`config.mk`:
```
export PLATFORM = sky130hd
export DESIGN_NAME = bank_write_packer
export DESIGN_NICKNAME = d
export VERILOG_FILES = /design/src/rtl/conv_pkg.sv /design/src/rtl/bank_write_packer.sv
export SDC_FILE = /design/constraint.sdc
export NUM_CORES = 1
export LEC_CHECK = 0
export BUFFER_PORTS_ARGS = -buffer_cell sky130_fd_sc_hd__clkbuf_2
export CAP_MARGIN = 20
export CORE_UTILIZATION = 58
export CTS_BUF_LIST = sky130_fd_sc_hd__clkbuf_8
export DETAILED_ROUTE_END_ITERATION = 16
export PLACE_DENSITY = 0.79
export RECOVER_POWER = 50
export SKIP_CTS_REPAIR_TIMING = 1
export SLEW_MARGIN = 0
export SYNTH_ARGS = -nofsm -noshare
export SYNTH_HDL_FRONTEND = slang
export SYNTH_SLANG_ARGS = --single-unit
export TNS_END_PERCENT = 10
```
`constraint.sdc`:
```
create_clock -name clk -period 7.1 [get_ports clk]
set_input_delay 0.71 -clock clk [delete_from_list [all_inputs] [get_ports clk]]
set_output_delay 0.71 -clock clk [all_outputs]
set_load 0.02 [all_outputs]
```
`src/rtl/conv_pkg.sv`:
```
// Shared types and helpers for the conv-top buffer write paths.
package conv_pkg;

   localparam int DATA_WIDTH_DEF = 16;
   localparam int LANES_DEF      = 4;

   typedef enum logic [1:0] {
      IDLE,
      FILL,
      FULL
   } packer_state_t;

   // Zero or out-of-range lane counts mean "use every lane".
   function automatic int unsigned clamp_lanes(input int unsigned raw, input int unsigned max_lanes);
      return (raw == 0 || raw > max_lanes) ? max_lanes : raw;
   endfunction

endpackage

```
`src/rtl/bank_write_packer.sv`:
```
// Packs a one-element-per-beat stream into LANES-wide double_buffer words and
// swaps banks once a configured fill is written and the reader has released its bank.
//
// state | meaning
// IDLE  | waiting for a config handshake
// FILL  | accepting beats, writing one buffer word per lanes beats
// FULL  | bank written; waiting for the read bank before switch_banks
module bank_write_packer
   import conv_pkg::*;
#(
   parameter int DATA_WIDTH      = DATA_WIDTH_DEF,
   parameter int LANES           = LANES_DEF,
   parameter int BANK_ADDR_WIDTH = 8,
   parameter int CONFIG_WIDTH    = 32
) (
   input  logic                          clk,
   input  logic                          rst,
   input  logic                          soft_clr,
   input  logic                          cfg_vld,
   output logic                          cfg_rdy,
   input  logic [CONFIG_WIDTH-1:0]       cfg_words,
   input  logic [$clog2(LANES):0]        cfg_lanes,
   input  logic [DATA_WIDTH-1:0]         in_dat,
   input  logic                          in_vld,
   output logic                          in_rdy,
   input  logic                          rd_done,
   output logic                          wen,
   output logic [BANK_ADDR_WIDTH-1:0]    wadr,
   output logic [DATA_WIDTH*LANES-1:0]   wdata,
   output logic                          switch_banks,
   output logic [15:0]                   fills_done
);

   localparam int LCW = (LANES > 1) ? $clog2(LANES) : 1;
   localparam logic [CONFIG_WIDTH:0] DEPTH = (CONFIG_WIDTH+1)'(2**BANK_ADDR_WIDTH);

   packer_state_t                        state_q, state_d;
   logic [LCW-1:0]                       lanes_m1_q, lanes_m1_d;
   logic [BANK_ADDR_WIDTH-1:0]           words_m1_q, words_m1_d;
   logic [LCW-1:0]                       lane_cnt_q, lane_cnt_d;
   logic [BANK_ADDR_WIDTH-1:0]           word_cnt_q, word_cnt_d;
   logic [LANES-1:0][DATA_WIDTH-1:0]     pack_q, pack_d;
   logic [LANES-1:0][DATA_WIDTH-1:0]     word_v;
   logic                                 wen_q, wen_d;
   logic [BANK_ADDR_WIDTH-1:0]           wadr_q, wadr_d;
   logic [DATA_WIDTH*LANES-1:0]          wdata_q, wdata_d;
   logic                                 switch_q, switch_d;
   logic                                 read_busy_q, read_busy_d;
   logic [15:0]                          fills_q, fills_d;
   logic [LCW-1:0]                       cfg_lanes_m1;
   logic [BANK_ADDR_WIDTH-1:0]           cfg_words_m1;

   assign cfg_lanes_m1 = LCW'(clamp_lanes(32'(cfg_lanes), LANES) - 32'd1);
   assign cfg_words_m1 = (cfg_words == '0 || {1'b0, cfg_words} > DEPTH)
                         ? '1 : BANK_ADDR_WIDTH'(cfg_words - CONFIG_WIDTH'(1));

   always_ff @(posedge clk or posedge rst) begin
      if (rst) begin
         state_q     <= IDLE;
         lanes_m1_q  <= '0;
         words_m1_q  <= '0;
         lane_cnt_q  <= '0;
         word_cnt_q  <= '0;
         pack_q      <= '0;
         wen_q       <= 1'b0;
         wadr_q      <= '0;
         wdata_q     <= '0;
         switch_q    <= 1'b0;
         read_busy_q <= 1'b0;
         fills_q     <= '0;
      end else begin
         state_q     <= state_d;
         lanes_m1_q  <= lanes_m1_d;
         words_m1_q  <= words_m1_d;
         lane_cnt_q  <= lane_cnt_d;
         word_cnt_q  <= word_cnt_d;
         pack_q      <= pack_d;
         wen_q       <= wen_d;
         wadr_q      <= wadr_d;
         wdata_q     <= wdata_d;
         switch_q    <= switch_d;
         read_busy_q <= read_busy_d;
         fills_q     <= fills_d;
      end
   end

   always_comb begin
      state_d     = state_q;
      lanes_m1_d  = lanes_m1_q;
      words_m1_d  = words_m1_q;
      lane_cnt_d  = lane_cnt_q;
      word_cnt_d  = word_cnt_q;
      pack_d      = pack_q;
      word_v      = '0;
      wen_d       = 1'b0;
      wadr_d      = wadr_q;
      wdata_d     = wdata_q;
      switch_d    = 1'b0;
      read_busy_d = read_busy_q;
      fills_d     = fills_q;

      if (rd_done) read_busy_d = 1'b0;

      unique case (state_q)
         IDLE: begin
            if (cfg_vld) begin
               lanes_m1_d = cfg_lanes_m1;
               words_m1_d = cfg_words_m1;
               lane_cnt_d = '0;
               word_cnt_d = '0;
               state_d    = FILL;
            end
         end
         FILL: begin
            if (in_vld) begin
               pack_d[lane_cnt_q] = in_dat;
               if (lane_cnt_q == lanes_m1_q) begin
                  // Lanes from earlier, wider words may still hold data; mask them.
                  for (int i = 0; i < LANES; i++)
                     word_v[i] = (LCW'(i) <= lanes_m1_q) ? pack_d[i] : '0;
                  wen_d      = 1'b1;
                  wadr_d     = word_cnt_q;
                  wdata_d    = word_v;
                  lane_cnt_d = '0;
                  word_cnt_d = word_cnt_q + 1'b1;
                  if (word_cnt_q == words_m1_q) state_d = FULL;
               end else begin
                  lane_cnt_d = lane_cnt_q + 1'b1;
               end
            end
         end
         FULL: begin
            // A rd_done coinciding with the swap releases the old bank and is consumed by it.
            if (!read_busy_q || rd_done) begin
               switch_d    = 1'b1;
               read_busy_d = 1'b1;
               word_cnt_d  = '0;
               fills_d     = fills_q + 16'd1;
               state_d     = FILL;
            end
         end
         default: state_d = IDLE;
      endcase

      if (soft_clr) begin
         state_d     = IDLE;
         lane_cnt_d  = '0;
         word_cnt_d  = '0;
         read_busy_d = 1'b0;
         wen_d       = 1'b0;
         switch_d    = 1'b0;
      end
   end

   assign cfg_rdy      = (state_q == IDLE);
   assign in_rdy       = (state_q == FILL);
   assign wen          = wen_q;
   assign wadr         = wadr_q;
   assign wdata        = wdata_q;
   assign switch_banks = switch_q;
   assign fills_done   = fills_q;

endmodule

```
==> results of run 1 <==
-- stage by stage --
step / total power (W) / hold WS (ns) / util / setup WS [ns]
final: 0.002820 / 0.4625 / 0.6834 / 3.549
after CTS: 0.002854 / 0.4356 / 0.6861 / 4.151
after global routing: 0.002985 / 0.4549 / 0.6834 / 2.861
after floorplan: 0.001993 / 0.4753 / - / 1.588
after detailed placement: 0.002262 / 0.4702 / 0.6624 / 4.170
after global placement: 0.002216 / 0.4602 / 0.6624 / 4.333
-- worst max-delay path by stage --
| stage | cells past startpoint | endpoint | slack (ns) | start |
|---|---|---|---|---|
| 2_1_floorplan | 1 | fills_done[0]$_DFFE_PP0P_ | 1.59 | rst |
| 3_3_place_gp | 5 | wadr[6]$_DFFE_PP0P_ | 4.33 | state_q[1]$_DFFE_PP0P_ |
| 4_1_cts | 5 | wadr[0]$_DFFE_PP0P_ | 4.15 | state_q[1]$_DFFE_PP0P_ |
| 6_report | 4 | pack_q[45]$_DFFE_PP0P_ | 3.55 | rst |
| 5_1_grt | 4 | pack_q[44]$_DFFE_PP0P_ | 2.86 | rst |
| 3_5_place_dp | 5 | wadr[4]$_DFFE_PP0P_ | 4.17 | state_q[1]$_DFFE_PP0P_ |
-- flip-flops by register name, summed over array words and instances, names as in the netlist, 2 cells and up --
signal	cells
fills_done	16
word_cnt_q	8
words_m1_q	8
wadr	8
lanes_m1_q	2
state_q	2
wdata	64
lane_cnt_q	2
pack_q	64
-- final cells by class --
class	instances	area, um^2	share of cell area
inverter	9	35.03	0.003841
multi-input combinational	468	3401	0.3728
clock buffer	17	234.0	0.02565
clock inverter	11	81.33	0.008916
tap	176	220.2	0.02414
sequential	177	4429	0.4856
timing repair buffer	151	720.7	0.07901
-- worst max-delay path: stages --
cell and delay, ns:
clkbuf_2 0.09, clkinvlp_2 2.23, clkbuf_1 0.64, buf_16 0.39
-- layout by cell type, fill, tap and decap left out, types with 13 or more instances in the layout --
master	n
nand2_1	90
clkbuf_2	85
xor2_1	17
dfrtp_1	177
clkbuf_8	17
a21oi_1	13
o21ai_0	70
mux2i_1	50
mux2_2	91
nor2_1	27
xnor2_1	16
clkbuf_1	64
-- layer usage --
| layer | global-route usage | up-vias | part of all wire |
|---|---|---|---|
| li1 | - | 2656 | - |
| met1 | 0.3317 | 2804 | 0.45 |
| met2 | 0.3833 | 152 | 0.47 |
| met3 | 0.06559 | 19 | 0.059 |
| met4 | 0.08438 | 0 | 0.015 |
| met5 | 0 | - | 0 |
-- cell families after synthesis --
family	share of synthesized area
DFF	0.5523
and+or+nand+nor	0.1064
buffers and inverters	0.02402
adders and majority gates	0.01872
xor gates and xnor gates	0.04009
AOI/OAI and AO/OA	0.06833
muxes	0.1902
-- power groups by stage --
| stage | Clock [W] | Sequential [W] | Combinational (W) |
|---|---|---|---|
| 6_report | 0.000593 | 0.00138 | 0.000849 |
| 5_1_grt | 0.000649 | 0.00141 | 0.000929 |
| 4_1_cts | 0.000608 | 0.00138 | 0.000870 |
| 3_5_place_dp | 0 | 0.00140 | 0.000867 |
| 3_3_place_gp | 0 | 0.00138 | 0.000838 |
| 2_1_floorplan | 0 | 0.00148 | 0.000517 |
-- cell usage after synthesis, types with 2 or more instances --
cell / n / area [um^2]
dfrtp_1: 177 / 4429
mux2_2: 91 / 1025
nand2_1: 90 / 337.8
o21ai_0: 70 / 350.3
mux2i_1: 50 / 500.5
nor2_1: 27 / 101.4
buf_2: 21 / 105.1
xor2_1: 17 / 148.9
xnor2_1: 16 / 140.1
a21oi_1: 13 / 65.06
ha_1: 12 / 150.1
nand3_1: 12 / 60.06
inv_1: 9 / 33.78
nor4_1: 8 / 50.05
clkbuf_1: 7 / 26.28
and3_1: 6 / 37.54
nor3_1: 6 / 30.03
nand2_2: 4 / 25.02
nand4_1: 4 / 25.02
nor2b_1: 4 / 25.02
and2_1: 3 / 18.77
buf_4: 3 / 22.52
nand2b_1: 3 / 18.77
o21a_1: 3 / 22.52
a22oi_1: 2 / 15.01
a31oi_1: 2 / 12.51
and4_1: 2 / 17.52
nand3b_1: 2 / 15.01
xnor2_2: 2 / 32.53
==> implementation parameters, run 1 <==
Parameter                              Value

Status
  Run status ... finished with violations
  Violated checks ... max-capacitance violations, max-slew violations

Layout
  Number of nets at the end of the flow ... about 890
  Antenna fix cells ... 0
  Number of standard cells in the layout, taps in and fillers out ... approximately 1000
  Layout overhead on the synthesized area ... 13.73%
  Final-layout fill cell count ... 1070
  Ratio of cells with drive above 1 in the final layout ... 0.2617
  Design area ... 9121 um^2

Die
  IO Pins ... between 100 and 150
  Initial Util ... 0.6009
  Row count ... 42
  Die footprint ... between 10000 and 15000 um^2
  Die X ... 119.6 um
  Placeable core region ... 13350 um^2
  Die span in y ... around 120 um

Timing
  Setup repair after global routing missed its margin ... false
  Relative max-transition margin ... -1.672
  Maximum clock rate ... about 280 MHz
  Worst Tran Pin Value ... between 3 and 4 ns
  Final count of pins violating max slew ... 95
  Worst setup skew after layout ... 0.01290 ns
  Min Tclk post-route ... between 3 and 4 ns
  Fin crit share ... 0.5002
  Sum Neg Setup Slack ... 0 ns
  Number of hold-slack violations in the final timing report ... 0
  Total of endpoints with negative setup slack in the final report ... 0

Logic synthesis
  Fraction of registers with async set/reset ... 1.000
  Number of flops mapped to enable cells by yosys ... 0
  Most common flop cell mapped by yosys ... dfrtp_1
  Instance count of the mapped netlist ... 686
  Post-synthesis instance area ... 8020 um^2
  Total of flip-flops plus latches after synthesis ... 177
  Warnings from Yosys ... 0
  Sequential share of the synthesized area ... 0.5523
  Net count after synthesis ... 755
  Mean post-synth cell area ... ~12 um^2
  Number of distinct library cells after synthesis ... 49

Clock tree
  Clock latency on the worst-skew pair ... around 0.45 ns
  CTS HTree Levels ... 4
  Total clock sinks ... 177
  Clock tree from TritonCTS ... built
  Clock-pin slew of the registers on the worst-case setup and hold paths ... 0.08 ns
  Maximum buffer depth of the clock tree ... 2
  Number of buffers added by the clock tree synthesis step ... 17
  CTS root buffer ... clkbuf_8

Place
  Placed Cells ... 979
  Instance area after placement ... 8842 um^2
  Final RePlAce weighted congestion ... 0.8378
  Number of buffers inserted by port buffering ... 148
  Detailed placement HPWL ... 11530 um

Route
  Starting DRC count in detailed routing ... 319
  Final ANT Viol Nets ... 0
  Average via count per standard cell ... about 5.6
  DRC violation count after routing ... 0
  DRT Pass-1 Iters ... 4
  Final wirelength ... 16540 um
  Final routed wire length divided by cell count ... 16.39 um
  Vias post-DR ... 5631

Critical path
  Critical path required time ... between 7 and 8 ns
  Nature of the critical path endpoint ... async pin
  Arrival time at the worst endpoint ... between 4 and 5 ns
  Startpoint kind of the worst setup timing path ... input port
  Kind of critical path ... in -> async
  Launch instance of the worst register-to-register path ... lane_cnt_q[1]$_DFFE_PP0P_
  Worst-case reg-to-reg path depth ... 4
  Critical path fanouts, max ... 94
  Setup slack of the most critical reg-to-reg path ... 4.57 ns
  Critical R2R Capture ... pack_q[25]$_DFFE_PP0P_

Global routing
  Number of global-route vias before repair ... 5677
  First-pass GRT wire length ... 27680 um
  Remaining global-route overflow ... 0
  Antenna violations before repair ... 0
  GR Util All Layers ... 0.2450
  Pin count of the biggest net entering global routing ... roughly 110

Hold path
  Hold WC Path Type ... in -> reg
  Worst hold start ... cfg_words[0]
  Hold Path Sink ... words_m1_q[0]$_DFFE_PP0P_
  Cell count of the worst hold path ... 2

Pwr
  Clock share of power ... 0.210
  Cell internal power dissipation ... roughly 0.0018 W
  Power share of the combinational group ... 0.301
  Switching fraction of total power ... 0.3451
  Part of the power in registers ... 0.489
  Total power density per cell area ... 309.2 nW/um^2
  Pleak ... ~4.3 nW
  Maximum VDD drop ... 0.1435 mV
  Reported net switching power ... 0.0009733 W

Run
  Max-cap viol count ... 1
No activity file was read; power rests on OpenSTA's default activity.
==> inputs of run 2 (changes only) <==
==> constraint.sdc (replaced) <==
create_clock -name clk -period 3.54 [get_ports clk]
set_input_delay 0.354 -clock clk [delete_from_list [all_inputs] [get_ports clk]]
set_output_delay 0.354 -clock clk [all_outputs]
set_load 0.02 [all_outputs]
==> implementation parameters, run 2 (synthesis results as in run 1) <==
Parameter                              Value

Status
  Run status ... complete, no violations

Timing
  Sum Neg Setup Slack ... 0 ns (unchanged)
  Fin crit share ... 0.7157
  Worst setup skew after layout ... 0.01126 ns (-0.001645 ns)
  Number of hold-slack violations in the final timing report ... 0 (unchanged)
  Final count of pins violating max slew ... 0 (-100%)
  Min Tclk post-route ... 2.533 ns
  Setup repair after global routing missed its margin ... false
  Relative max-transition margin ... 0.1941 (+1.866)
  Maximum clock rate ... 394.7 MHz
  Minimum hold slack ... 0.09510 ns (-0.3674 ns)
  Worst Tran Pin Value ... 1.202 ns (-2.784 ns)
  Total of endpoints with negative setup slack in the final report ... 0 (unchanged)

Clock tree
  Maximum buffer depth of the clock tree ... 2 (unchanged)
  Clock latency on the worst-skew pair ... 0.46 ns (about the same)
  Clock tree from TritonCTS ... built
  Number of buffers added by the clock tree synthesis step ... 17 (unchanged)
  CTS HTree Levels ... 4 (unchanged)
  Clock-pin slew of the registers on the worst-case setup and hold paths ... 0.08 ns (about the same)
  Total clock sinks ... 177 (unchanged)
  CTS root buffer ... clkbuf_8

Run
  Max-cap viol count ... 0 (-1)

Route
  Final routed wire length divided by cell count ... 16.33 um (-0.33%)
  DRC violation count after routing ... 0 (unchanged)
  Vias post-DR ... 5642 (+0.20%)
  Starting DRC count in detailed routing ... 344 (+7.8%)
  DRT Pass-1 Iters ... 4 (unchanged)
  Final ANT Viol Nets ... 0 (unchanged)
  Average via count per standard cell ... 5.542 (-0.69%)
  Final wirelength ... 16630 um (+0.56%)

Layout
  Layout overhead on the synthesized area ... 14.60%
  Combined area of the multi-input logic cells ... 3401 um^2 (unchanged)
  Number of nets at the end of the flow ... 898 (+0.56%)
  Antenna fix cells ... 0 (unchanged)
  Final-layout fill cell count ... 1077 (+0.65%)
  Number of standard cells in the layout, taps in and fillers out ... 1018 (+0.89%)
  Footprint of the flip-flops and latches ... 4429 um^2 (unchanged)
  Leading cell type in the layout, fill and taps excluded ... dfrtp_1
  Ratio of cells with drive above 1 in the final layout ... 0.2399 (-0.02180)
  Most frequent cells in the layout ... 177 x dfrtp_1, 91 x mux2_2, 91 x clkbuf_1, 90 x nand2_1, 70 x o21ai_0
  Fin util ... 0.6886 (+0.005249)

Place
  Detailed placement HPWL ... 11700 um (+1.5%)
  Number of buffers inserted by port buffering ... 148 (unchanged)
  Final RePlAce weighted congestion ... 0.8236 (-1.7%)
  Placed Cells ... 985 (+0.61%)

Die
  Die span in y ... 119.6 um (unchanged)
  Placeable core region ... 13350 um^2 (unchanged)
  IO Pins ... 149 (unchanged)
  Die footprint ... 14300 um^2 (unchanged)
  Die X ... 119.6 um (unchanged)
  Initial Util ... 0.6009 (unchanged)
  Row count ... 42 (unchanged)

Pwr
  Total power density per cell area ... 634.9 nW/um^2 (+110%)
  Maximum VDD drop ... 0.3047 mV (+110%)
  Pleak ... 4.258 nW (-1.0%)

Critical path
  Nature of the critical path endpoint ... flip-flop
  Startpoint kind of the worst setup timing path ... flip-flop
  Arrival time at the worst endpoint ... 2.87 ns (-1.28 ns)
  Critical path fanouts, max ... 15 (-84%)
  Kind of critical path ... reg -> reg
  Critical path required time ... 3.87 ns (-3.83 ns)

Global routing
  Antenna violations before repair ... 0 (unchanged)
  Pin count of the biggest net entering global routing ... 153 (+44%)
  GR Util All Layers ... 0.2490 (+0.004001)
  Number of global-route vias before repair ... 5747 (+1.2%)
  First-pass GRT wire length ... 27910 um (+0.82%)
  Remaining global-route overflow ... 0 (unchanged)

Hold path
  Hold WC Path Type ... in -> reg
run 2: cell count changes in the layout (fill, tap and decap cells not counted), sizes merged:
cell and delta:
clkbuf +3, clkinvlp -1, dlygate4sd3 +1, buf +4
clkinv +2, inv -1, bufinv +1
run 2: routing by layer:
layer | vias up | global-route usage | wire length [um]
met4 | 0 | 0.07500 | 214
li1 | 2674 | - | -
met1 | 2784 | 0.3348 | 7641
met3 | 18 | 0.06369 | 974
met5 | - | 0 | 0
met2 | 166 | 0.3992 | 7799
run 2: critical path, cell delays in order, from the launching register on:
cell and delay [ns]:
dfrtp_1 0.41, inv_1 0.12, ha_1 0.35, and2_1 0.18, clkbuf_1 0.49, o21ai_0 0.39, a21o_1 0.25, a22oi_1 0.17
nor2_1 0.05
run 2: report_power, final:
group          total [W]  internal [W]  switching, W
clock            0.00139      0.000686      0.000708
combinational    0.00168      0.000693      0.000988
sequential       0.00276       0.00247      0.000289
total            0.00584       0.00385       0.00199
run 2: layout make-up:
cell class / count / area share
flip-flops and latches: 177 / 0.4819
multi-input cells: 468 / 0.3700
repair buffers: 156 / 0.07610
clock buffers: 20 / 0.02995
well taps: 176 / 0.02396
clock inverters: 12 / 0.01429
inverters: 9 / 0.003812
run 2: per-stage QoR:
| stage | cell area [um^2] | total power, W | setup slack (ns) |
|---|---|---|---|
| floorplan | 8024 | 0.003998 | 0.9194 |
| global placement | 8899 | 0.004445 | 1.266 |
| detailed placement | 8899 | 0.004532 | 1.136 |
| CTS | 9305 | 0.005926 | 1.109 |
| global route | 9191 | 0.006165 | 0.7874 |
| finish | 9191 | 0.005836 | 1.007 |
run 2: path summary, 6_finish.rpt:
| check | start | to | slack (ns) | cells after the start |
|---|---|---|---|---|
| setup / recovery | state_q[0]$_DFFE_PP0P_ | word_cnt_q[3]$_DFFE_PP0P_ | 1.01 | 8 |
| hold / removal | cfg_lanes[0] | lanes_m1_q[0]$_DFFE_PP0P_ | 0.1 | 2 |
| setup reg to reg | state_q[0]$_DFFE_PP0P_ | word_cnt_q[3]$_DFFE_PP0P_ | 1.01 | 8 |
| hold reg to reg | fills_done[15]$_DFFE_PP0P_ | fills_done[15]$_DFFE_PP0P_ | 0.47 | 1 |
| max in group asynchronous | rst | wdata[22]$_DFFE_PP0P_ | 1.57 | 4 |
| min in group asynchronous | rst | wdata[14]$_DFFE_PP0P_ | 0.66 | 3 |
==> inputs of run 3 (changes only) <==
==> constraint.sdc (replaced) <==
create_clock -name clk -period 2.37 [get_ports clk]
set_input_delay 0.237 -clock clk [delete_from_list [all_inputs] [get_ports clk]]
set_output_delay 0.237 -clock clk [all_outputs]
set_load 0.02 [all_outputs]
==> implementation parameters, run 3 (synthesis results as in run 1) <==
Parameter                              Value

Timing
  Worst Tran Pin Value ... 1.170 ns (-0.03250 ns)
  Fin crit share ... 0.9071 (+0.1914)
  Relative max-transition margin ... 0.2159 (+0.02178)
  Sum Neg Setup Slack ... 0 ns (unchanged)
  Min Tclk post-route ... 2.150 ns (-0.3837 ns)
  Setup repair after global routing missed its margin ... false
  Worst setup skew after layout ... 0.01301 ns (+0.001756 ns)
  Total of endpoints with negative setup slack in the final report ... 0 (unchanged)
  Final count of pins violating max slew ... 0 (unchanged)
  Maximum clock rate ... 465.2 MHz (+18%)
  Number of hold-slack violations in the final timing report ... 0 (unchanged)

Pwr
  Part of the power in registers ... 0.460 (-0.013)
  Pleak ... 4.299 nW (+0.96%)
  Clock share of power ... 0.249 (+0.010)
  Power share of the combinational group ... 0.291 (+0.003)
  Switching fraction of total power ... 0.3317 (-0.008650)
  Maximum VDD drop ... 0.4561 mV (+50%)
  Cell internal power dissipation ... 0.005944 W (+54%)
  Total power density per cell area ... 958.8 nW/um^2 (+51%)
  Reported net switching power ... 0.002950 W (+49%)

Clock tree
  Clock latency on the worst-skew pair ... 0.46 ns (about the same)
  CTS root buffer ... clkbuf_8
  Clock tree from TritonCTS ... built
  Number of buffers added by the clock tree synthesis step ... 17 (unchanged)
  CTS HTree Levels ... 4 (unchanged)
  Clock-pin slew of the registers on the worst-case setup and hold paths ... 0.08 ns (about the same)
  Maximum buffer depth of the clock tree ... 2 (unchanged)
  Total clock sinks ... 177 (unchanged)

Layout
  Layout overhead on the synthesized area ... 15.66%
  Number of nets at the end of the flow ... 904 (+0.67%)
  Number of standard cells in the layout, taps in and fillers out ... 1024 (+0.59%)
  Leading cell type in the layout, fill and taps excluded ... dfrtp_1
  Antenna fix cells ... 0 (unchanged)
  Most frequent cells in the layout ... 177 x dfrtp_1, 91 x mux2_2, 90 x nand2_1, 90 x clkbuf_1, 70 x o21ai_0
  Design area ... 9276 um^2 (+0.93%)
  Ratio of cells with drive above 1 in the final layout ... 0.2453 (+0.005378)

Place
  Placed Cells ... 989 (+0.41%)
  Instance area after placement ... 8954 um^2 (+0.62%)
  Detailed placement HPWL ... 11690 um (-0.12%)
  Final RePlAce weighted congestion ... 0.8753 (+6.3%)
  Number of buffers inserted by port buffering ... 148 (unchanged)

Global routing
  Antenna violations before repair ... 0 (unchanged)
  GR Util All Layers ... 0.2490 (about the same)
  Number of global-route vias before repair ... 5577 (-3.0%)
  Remaining global-route overflow ... 0 (unchanged)
  First-pass GRT wire length ... 27860 um (-0.20%)
  Met1 Use GR ... 0.3379 (+0.003028)
  Routing usage on met2 ... 0.3992 (unchanged)
  M3 GR Usage ... 0.05894 (-0.004753)
  Busiest metal layer after global routing ... met2
  Pin count of the biggest net entering global routing ... 98 (-36%)

Critical path
  Kind of critical path ... reg -> reg
  Startpoint kind of the worst setup timing path ... flip-flop
  Nature of the critical path endpoint ... flip-flop
  Critical path required time ... 2.69 ns (-1.18 ns)
  Critical path fanouts, max ... 96 (+81)
  Arrival time at the worst endpoint ... 2.47 ns (-0.40 ns)

Run
  Max-cap viol count ... 0 (unchanged)

Die
  Placeable core region ... 13350 um^2 (unchanged)
  Row count ... 42 (unchanged)
  IO Pins ... 149 (unchanged)
  Die X ... 119.6 um (unchanged)
  Initial Util ... 0.6009 (unchanged)
  Die footprint ... 14300 um^2 (unchanged)
  Die span in y ... 119.6 um (unchanged)

Route
  Final ANT Viol Nets ... 0 (unchanged)
  Final wirelength ... 16590 um (-0.24%)
  Final routed wire length divided by cell count ... 16.20 um (-0.83%)
  DRT Pass-1 Iters ... 5 (+1)
  DRC violation count after routing ... 0 (unchanged)
  Vias post-DR ... 5595 (-0.83%)
  Average via count per standard cell ... 5.464 (-1.4%)
  Starting DRC count in detailed routing ... 370 (+7.6%)

Status
  Run status ... complete, no violations

Hold path
  Hold WC Path Type ... in -> reg
## run 3: through the flow
step                      power [W]  hold slack (ns)  utilization  worst slack (ns)
final                      0.008894          0.03575       0.6950            0.2202
after global routing       0.009388          0.04771       0.6950           0.02339
after CTS                  0.009040          -0.1681       0.7029            0.2473
after detailed placement   0.006822           0.3399       0.6708            0.3017
after global placement     0.006678           0.3190       0.6708            0.4172
after floorplan            0.005971           0.3217            -           -0.1336
## run 3: final timing paths
path | startpoint | end | slack, ns | cells after the start
max | state_q[1]$_DFFE_PP0P_ | wdata[39]$_DFFE_PP0P_ | 0.22 | 7
min | cfg_lanes[2] | lanes_m1_q[1]$_DFFE_PP0P_ | 0.04 | 3
max reg2reg | state_q[1]$_DFFE_PP0P_ | wdata[39]$_DFFE_PP0P_ | 0.22 | 7
min reg2reg | fills_done[15]$_DFFE_PP0P_ | fills_done[15]$_DFFE_PP0P_ | 0.47 | 1
max in group asynchronous | rst | wdata[41]$_DFFE_PP0P_ | 0.48 | 4
min in group asynchronous | rst | wadr[0]$_DFFE_PP0P_ | 0.55 | 3
## run 3: critical path: stages (launching register included)
cell and delay (ns):
dfrtp_1 0.41, inv_1 0.10, ha_1 0.26, and2_1 0.42, nand3_4 0.23, buf_12 0.27
nand2_1 0.14, o21ai_0 0.10
## run 3: final cells by class
class | count | area [um^2]
Sequential cell | 177 | 4429
Fill cell | 1036 | 4071
Multi-Input combinational cell | 468 | 3406
Timing Repair Buffer | 162 | 757.0
Clock buffer | 19 | 261.5
Tap cell | 176 | 220.2
Clock inverter | 13 | 167.7
Inverter | 9 | 35.03
## run 3: power by group through the flow
stage	logic [W]	registers, W	clock network (W)
floorplan	0.00155	0.00442	0
global placement	0.00257	0.00411	0
detailed placement	0.00267	0.00415	0
CTS	0.00269	0.00409	0.00226
global route	0.00284	0.00417	0.00238
finish	0.00259	0.00409	0.00221
## run 3: per-layer routing
| metal | part of all wire | routed length [um] |
|---|---|---|
| met1 | 0.45 | 7512 |
| met4 | 0.011 | 182 |
| met3 | 0.053 | 886 |
| met5 | 0 | 0 |
| met2 | 0.48 | 8008 |
